`src/rtl/display_digit_scanner.sv`:
```
// Time-multiplexes a packed BCD value onto one shared 7-segment decoder; new values commit only at frame boundaries.
// Optional feature: define LEADING_ZERO_BLANK_EN to blank leading zero digits (digit 0 always shown).
module display_digit_scanner #(
  parameter int NUM_DIGITS  = 4,
  parameter int REFRESH_DIV = 100000
) (
  input  logic                    clk,
  input  logic                    reset,
  input  logic [4*NUM_DIGITS-1:0] value_in,
  input  logic                    load,
  input  logic                    enable,
  output logic [3:0]              digit_out,
  output logic [NUM_DIGITS-1:0]   an,
  output logic                    frame_start
);

  localparam int PW = (REFRESH_DIV > 2) ? $clog2(REFRESH_DIV) : 1;
  localparam int IW = (NUM_DIGITS > 2) ? $clog2(NUM_DIGITS) : 1;
  localparam logic [PW-1:0] PRESC_MAX = PW'(REFRESH_DIV - 1);
  localparam logic [IW-1:0] IDX_MAX   = IW'(NUM_DIGITS - 1);

  typedef enum logic {ST_WAIT, ST_SCAN} state_t;

  state_t                  state;
  logic [PW-1:0]           presc;
  logic [IW-1:0]           idx;
  logic [4*NUM_DIGITS-1:0] shadow;
  logic [4*NUM_DIGITS-1:0] disp;
  logic                    pending;

  logic                    tick;
  logic                    wrap;
  logic [IW-1:0]           idx_next;
  logic [4*NUM_DIGITS-1:0] disp_next;
  logic [3:0]              nibble_next;
  logic                    blank_next;
  logic [3:0]              digit_sel;
  logic [NUM_DIGITS-1:0]   an_sel;
`ifdef LEADING_ZERO_BLANK_EN
  logic                    lead_zero;
`endif

  // Next-slot view: outputs always reflect the idx and disp that take effect on this edge.
  always_comb begin
    tick      = (presc == PRESC_MAX);
    wrap      = tick && (idx == IDX_MAX);
    idx_next  = idx;
    if (tick) begin
      idx_next = wrap ? '0 : idx + IW'(1);
    end
    disp_next = (wrap && pending) ? shadow : disp;

    nibble_next = 4'hF;
    for (int i = 0; i < NUM_DIGITS; i++) begin
      if (idx_next == IW'(i)) begin
        nibble_next = disp_next[4*i +: 4];
      end
    end

    blank_next = 1'b0;
`ifdef LEADING_ZERO_BLANK_EN
    // Walk down from the top digit; a slot is blank while everything above it is zero.
    lead_zero = 1'b1;
    for (int i = NUM_DIGITS - 1; i >= 1; i--) begin
      lead_zero = lead_zero && (disp_next[4*i +: 4] == 4'h0);
      if ((idx_next == IW'(i)) && lead_zero) begin
        blank_next = 1'b1;
      end
    end
`endif

    digit_sel = blank_next ? 4'hF : nibble_next;
    an_sel    = (enable && !blank_next) ? ~(NUM_DIGITS'(1) << idx_next) : '1;
  end

  // Outputs stay at reset values until the first wrap brings the scan to digit 0.
  always_ff @(posedge clk or posedge reset) begin
    if (reset) begin
      state       <= ST_WAIT;
      presc       <= '0;
      idx         <= '0;
      shadow      <= '0;
      disp        <= '0;
      pending     <= 1'b0;
      an          <= '1;
      digit_out   <= 4'hF;
      frame_start <= 1'b0;
    end else begin
      presc       <= tick ? '0 : presc + PW'(1);
      idx         <= idx_next;
      disp        <= disp_next;
      frame_start <= wrap;

      if (load) begin
        shadow  <= value_in;
        pending <= 1'b1;
      end else if (wrap) begin
        pending <= 1'b0;
      end

      if (wrap) begin
        state <= ST_SCAN;
      end

      if ((state == ST_SCAN) || wrap) begin
        digit_out <= digit_sel;
        an        <= an_sel;
      end
    end
  end

endmodule

```
`config.mk`:
```
export PLATFORM = sky130hd
export DESIGN_NAME = display_digit_scanner
export DESIGN_NICKNAME = d
export VERILOG_FILES = /design/src/rtl/display_digit_scanner.sv
export SDC_FILE = /design/constraint.sdc
export NUM_CORES = 1
export LEC_CHECK = 0
export BUFFER_PORTS_ARGS = -buffer_cell sky130_fd_sc_hd__buf_2
export CAP_MARGIN = 40
export CELL_PAD_IN_SITES_DETAIL_PLACEMENT = 2
export CELL_PAD_IN_SITES_GLOBAL_PLACEMENT = 2
export CORE_ASPECT_RATIO = 0.8
export CORE_MARGIN = 1.5
export CORE_UTILIZATION = 40
export DETAILED_ROUTE_END_ITERATION = 10
export PLACE_DENSITY = 0.86
export SYNTH_ARGS = -nofsm -noshare
export SYNTH_HDL_FRONTEND = slang
export SYNTH_SLANG_ARGS = --single-unit
```
`constraint.sdc`:
```
create_clock -name clk -period 3.3 [get_ports clk]
set_clock_uncertainty 0.05 [all_clocks]
set_input_delay 0 -clock clk [delete_from_list [all_inputs] [get_ports clk]]
set_output_delay 0 -clock clk [all_outputs]
set_load 0.01 [all_outputs]
```
==> results.yml <==
clock_network:
  cts_tree: "yes"
  clk_pin_slew_ns: 0.07
  clock-sinks: 62
  cts_resized: 0
  cts-root-buf: "clkbuf_8"
  clk_latency_ns: 0.34
  cts_max_path_buffers: 2
  cts_inserted_buffers: 9
  cts_setup_buffers: 0
  ctsHoldBuffers: 18
  cts_max_level: 3
timing:
  hold_ws_ns: 0.0572
  setup_viol: 0
  setup_tns_ns: 0
  worstMarginPinSlew_ns: 0.569
  finalCriticalPeriod_ns: 2.95
  rsz0062_at_grt: "false"
  period_share_pct: 89.3
  relSlewSlack_pct: 61.8
  hold_violations: 0
  max_freq_mhz: 339
  finalMaxSlewViolations: 0
routing:
  drc: 0
  wire_per_inst_um: 21.6
  drt-initial-drc-count: 84
  dr.pass1.iters: 4
  postRouteAntennaNets: 0
  vias: 1934
  viasPerCell: 5.42
  drt-total-wl_mm: 7.70
global_routing:
  grt_usage_pct: 23.8
  globalRouteMet3Util_pct: 6.49
  antenna_found_initial: 0
  grt_max_degree: 38
  use_met1_pct: 26.7
  overflow: 0
  grt_pass1_wl_mm: 12.5
  grt_use_met2_pct: 41.2
  grt_pass1_vias: 2308
  busiest_layer: "met2"
logic_synthesis:
  netlist_instances: 212
  synth_nets: 234
  yosys_warnings: 0
  synth-edff-count: 0
  yosysUniqueCellTypes: 45
  yosysSeqAreaShare_pct: 58.0
  ys.flop_type: "dfrtp_1"
  syn_area_um2: 2690
  synth_seq_cells: 62
  syn_area_per_cell_um2: 12.7
  async_flop_share_pct: 100
hold_path:
  min_path_type: "input pin to asynchronous set/reset pin"
setup_path:
  worstSetupPathType: "flip-flop to flip-flop"
  worst_setup_path_start_kind: "flip-flop"
  crit_fanout: 8
  crit_arrival_ns: 3.17
  critPathMaxStageDelay_ns: 0.68
  crit_required_ns: 3.53
  crit_path_end_kind: "flip-flop"
  worstPathCellList: "or4b_1 > nor4_4 > mux2i_1 > inv_1 > a211oi_2 > o221ai_1 > a22o_1"
  cpMaxStageDelayCell: "or4b_1"
floorplanning:
  die_width_um: 94.7
  start_util_pct: 41.8
  pin_count: 29
  core_um2: 6440
  die_y_um: 76.4
  fp-row-count: 26
  die-area_um2: 7230
place:
  dpl.hpwl_mm: 4.97
  dpl_cell_area_um2: 2950
  place.gp.congestion: 0.720
  port_buffers: 28
pwr:
  power_leakage_nw: 1.66
  vdd_drop_max_mv: 0.249
  powerDensity_nw_per_um2: 460
  p_total_w: 0.00153
layout:
  antenna_cells: 0
  final_util_pct: 51.5
  design_area_um2: 3320
  drive_gt1_share_pct: 35.2
  syn_to_final_growth_pct: 23.3
  layout.filler_cells: 638
  nNetsFinal: 290
status:
  status: "finished clean"
job:
  max_cap_viol_count: 0
## cell type report
type | instances | area [um^2] | share of cell area [%]
repair buffers | 51 | 370 | 11.2
clock buffers | 11 | 141 | 4.26
inverters | 11 | 41.3 | 1.24
clock inverters | 5 | 50.0 | 1.51
flip-flops and latches | 62 | 1560 | 47.0
well taps | 84 | 105 | 3.17
multi-input cells | 133 | 1050 | 31.6
## power breakdown
part	switching [W]	internal, W	total (W)
clock	0.000294	0.000364	0.000658
sequential	0.0000130	0.000780	0.000793
combinational	0.0000336	0.0000431	0.0000767
total	0.000340	0.00119	0.00153
## registers in the layout, indices dropped and copies added (netlist names)
register and count:
an 4, digit_out 4, disp 16, frame_start 1
idx 2, pending 1, presc 17, shadow 16
state 1
## cell usage after synthesis, drive strengths merged (3+ instances only)
library cell,instances,area [um^2]
o22a,4,35.0
nand2,23,88.8
mux2i,9,90.1
inv,10,37.5
xnor2,5,43.8
buf,4,31.3
and4,4,40.0
dfstp,8,210
nor2,14,55.1
xor2,9,78.8
a211o,3,26.3
nand3,6,35.0
o211ai,3,22.5
and3,3,18.8
dfrtp,54,1350
mux2,22,270
a21o,5,42.5
a211oi,4,35.0
## worst max-delay path, delay by kind of cell, from the launching register on
family / cells / cell delay (ns)
AO/OA/AOI/OAI: 3 / 0.58
buffers and inverters: 1 / 0.18
flip-flops: 1 / 0.41
multiplexers: 1 / 0.43
AND/OR/NAND/NOR: 2 / 1.23
## cells by family (layout without fill, tap and decap cells)
| kind of cell | count (synthesis) | in the layout | synth area share [%] |
|---|---|---|---|
| and+or+nand+nor | 62 | 62 | 12.9 |
| adders and majority gates | 2 | 2 | 0.930 |
| xor gates and xnor gates | 14 | 14 | 4.56 |
| DFF | 62 | 62 | 58.0 |
| buffers and inverters | 17 | 78 | 2.98 |
| muxes | 31 | 31 | 13.4 |
| AOI/OAI and AO/OA | 24 | 24 | 7.25 |
## cell usage in the layout, fill, tap and decap left out, types with 2 or more instances in the layout
| master | instances |
|---|---|
| dfstp_2 | 8 |
| buf_2 | 28 |
| dfrtp_1 | 54 |
| nand3_1 | 5 |
| o22a_1 | 4 |
| mux2_4 | 6 |
| mux2_2 | 16 |
| buf_4 | 4 |
| and4_2 | 4 |
| nand4_1 | 2 |
| clkinv_2 | 4 |
| clkbuf_8 | 10 |
| nor2_1 | 13 |
| a211o_1 | 3 |
| xnor2_1 | 5 |
| ha_1 | 2 |
| and3_1 | 3 |
| dlygate4sd3_1 | 18 |
| a21o_2 | 4 |
| nor3_1 | 2 |
| a211oi_1 | 3 |
| xor2_1 | 9 |
| nand2_1 | 22 |
| mux2i_1 | 9 |
| inv_2 | 3 |
| o211ai_1 | 3 |
| inv_1 | 7 |
## metrics by stage
step / worst slack, ns / instances
6_report: 0.354 / 357
2_1_floorplan: 0.826 / 212
3_3_place_gp: 0.675 / 322
3_5_place_dp: 0.392 / 323
5_1_grt: 0.213 / 357
4_1_cts: 0.350 / 357
## final timing paths
| check | startpoint | to | slack [ns] | depth (start not counted) |
|---|---|---|---|---|
| hold / removal | reset | presc[15]$_DFF_PP0_ | 0.06 | 3 |
| min in group clk | load | pending$_DFFE_PP0P_ | 0.13 | 2 |
| max in group asynchronous | reset | an[2]$_DFFE_PP1P_ | 2.26 | 5 |
| setup / recovery | presc[12]$_DFF_PP0_ | digit_out[0]$_DFFE_PP1P_ | 0.35 | 7 |
| hold reg to reg | disp[12]$_DFF_PP0_ | disp[12]$_DFF_PP0_ | 0.43 | 2 |
| setup reg to reg | presc[12]$_DFF_PP0_ | digit_out[0]$_DFFE_PP1P_ | 0.35 | 7 |
## metal layers
| layer | up-vias | routed length (um) |
|---|---|---|
| met5 | - | 0 |
| met4 | 0 | 213 |
| met3 | 21 | 268 |
| met2 | 44 | 4050 |
| met1 | 1015 | 3160 |
| li1 | 854 | - |
(Power assumes the default switching activity.)
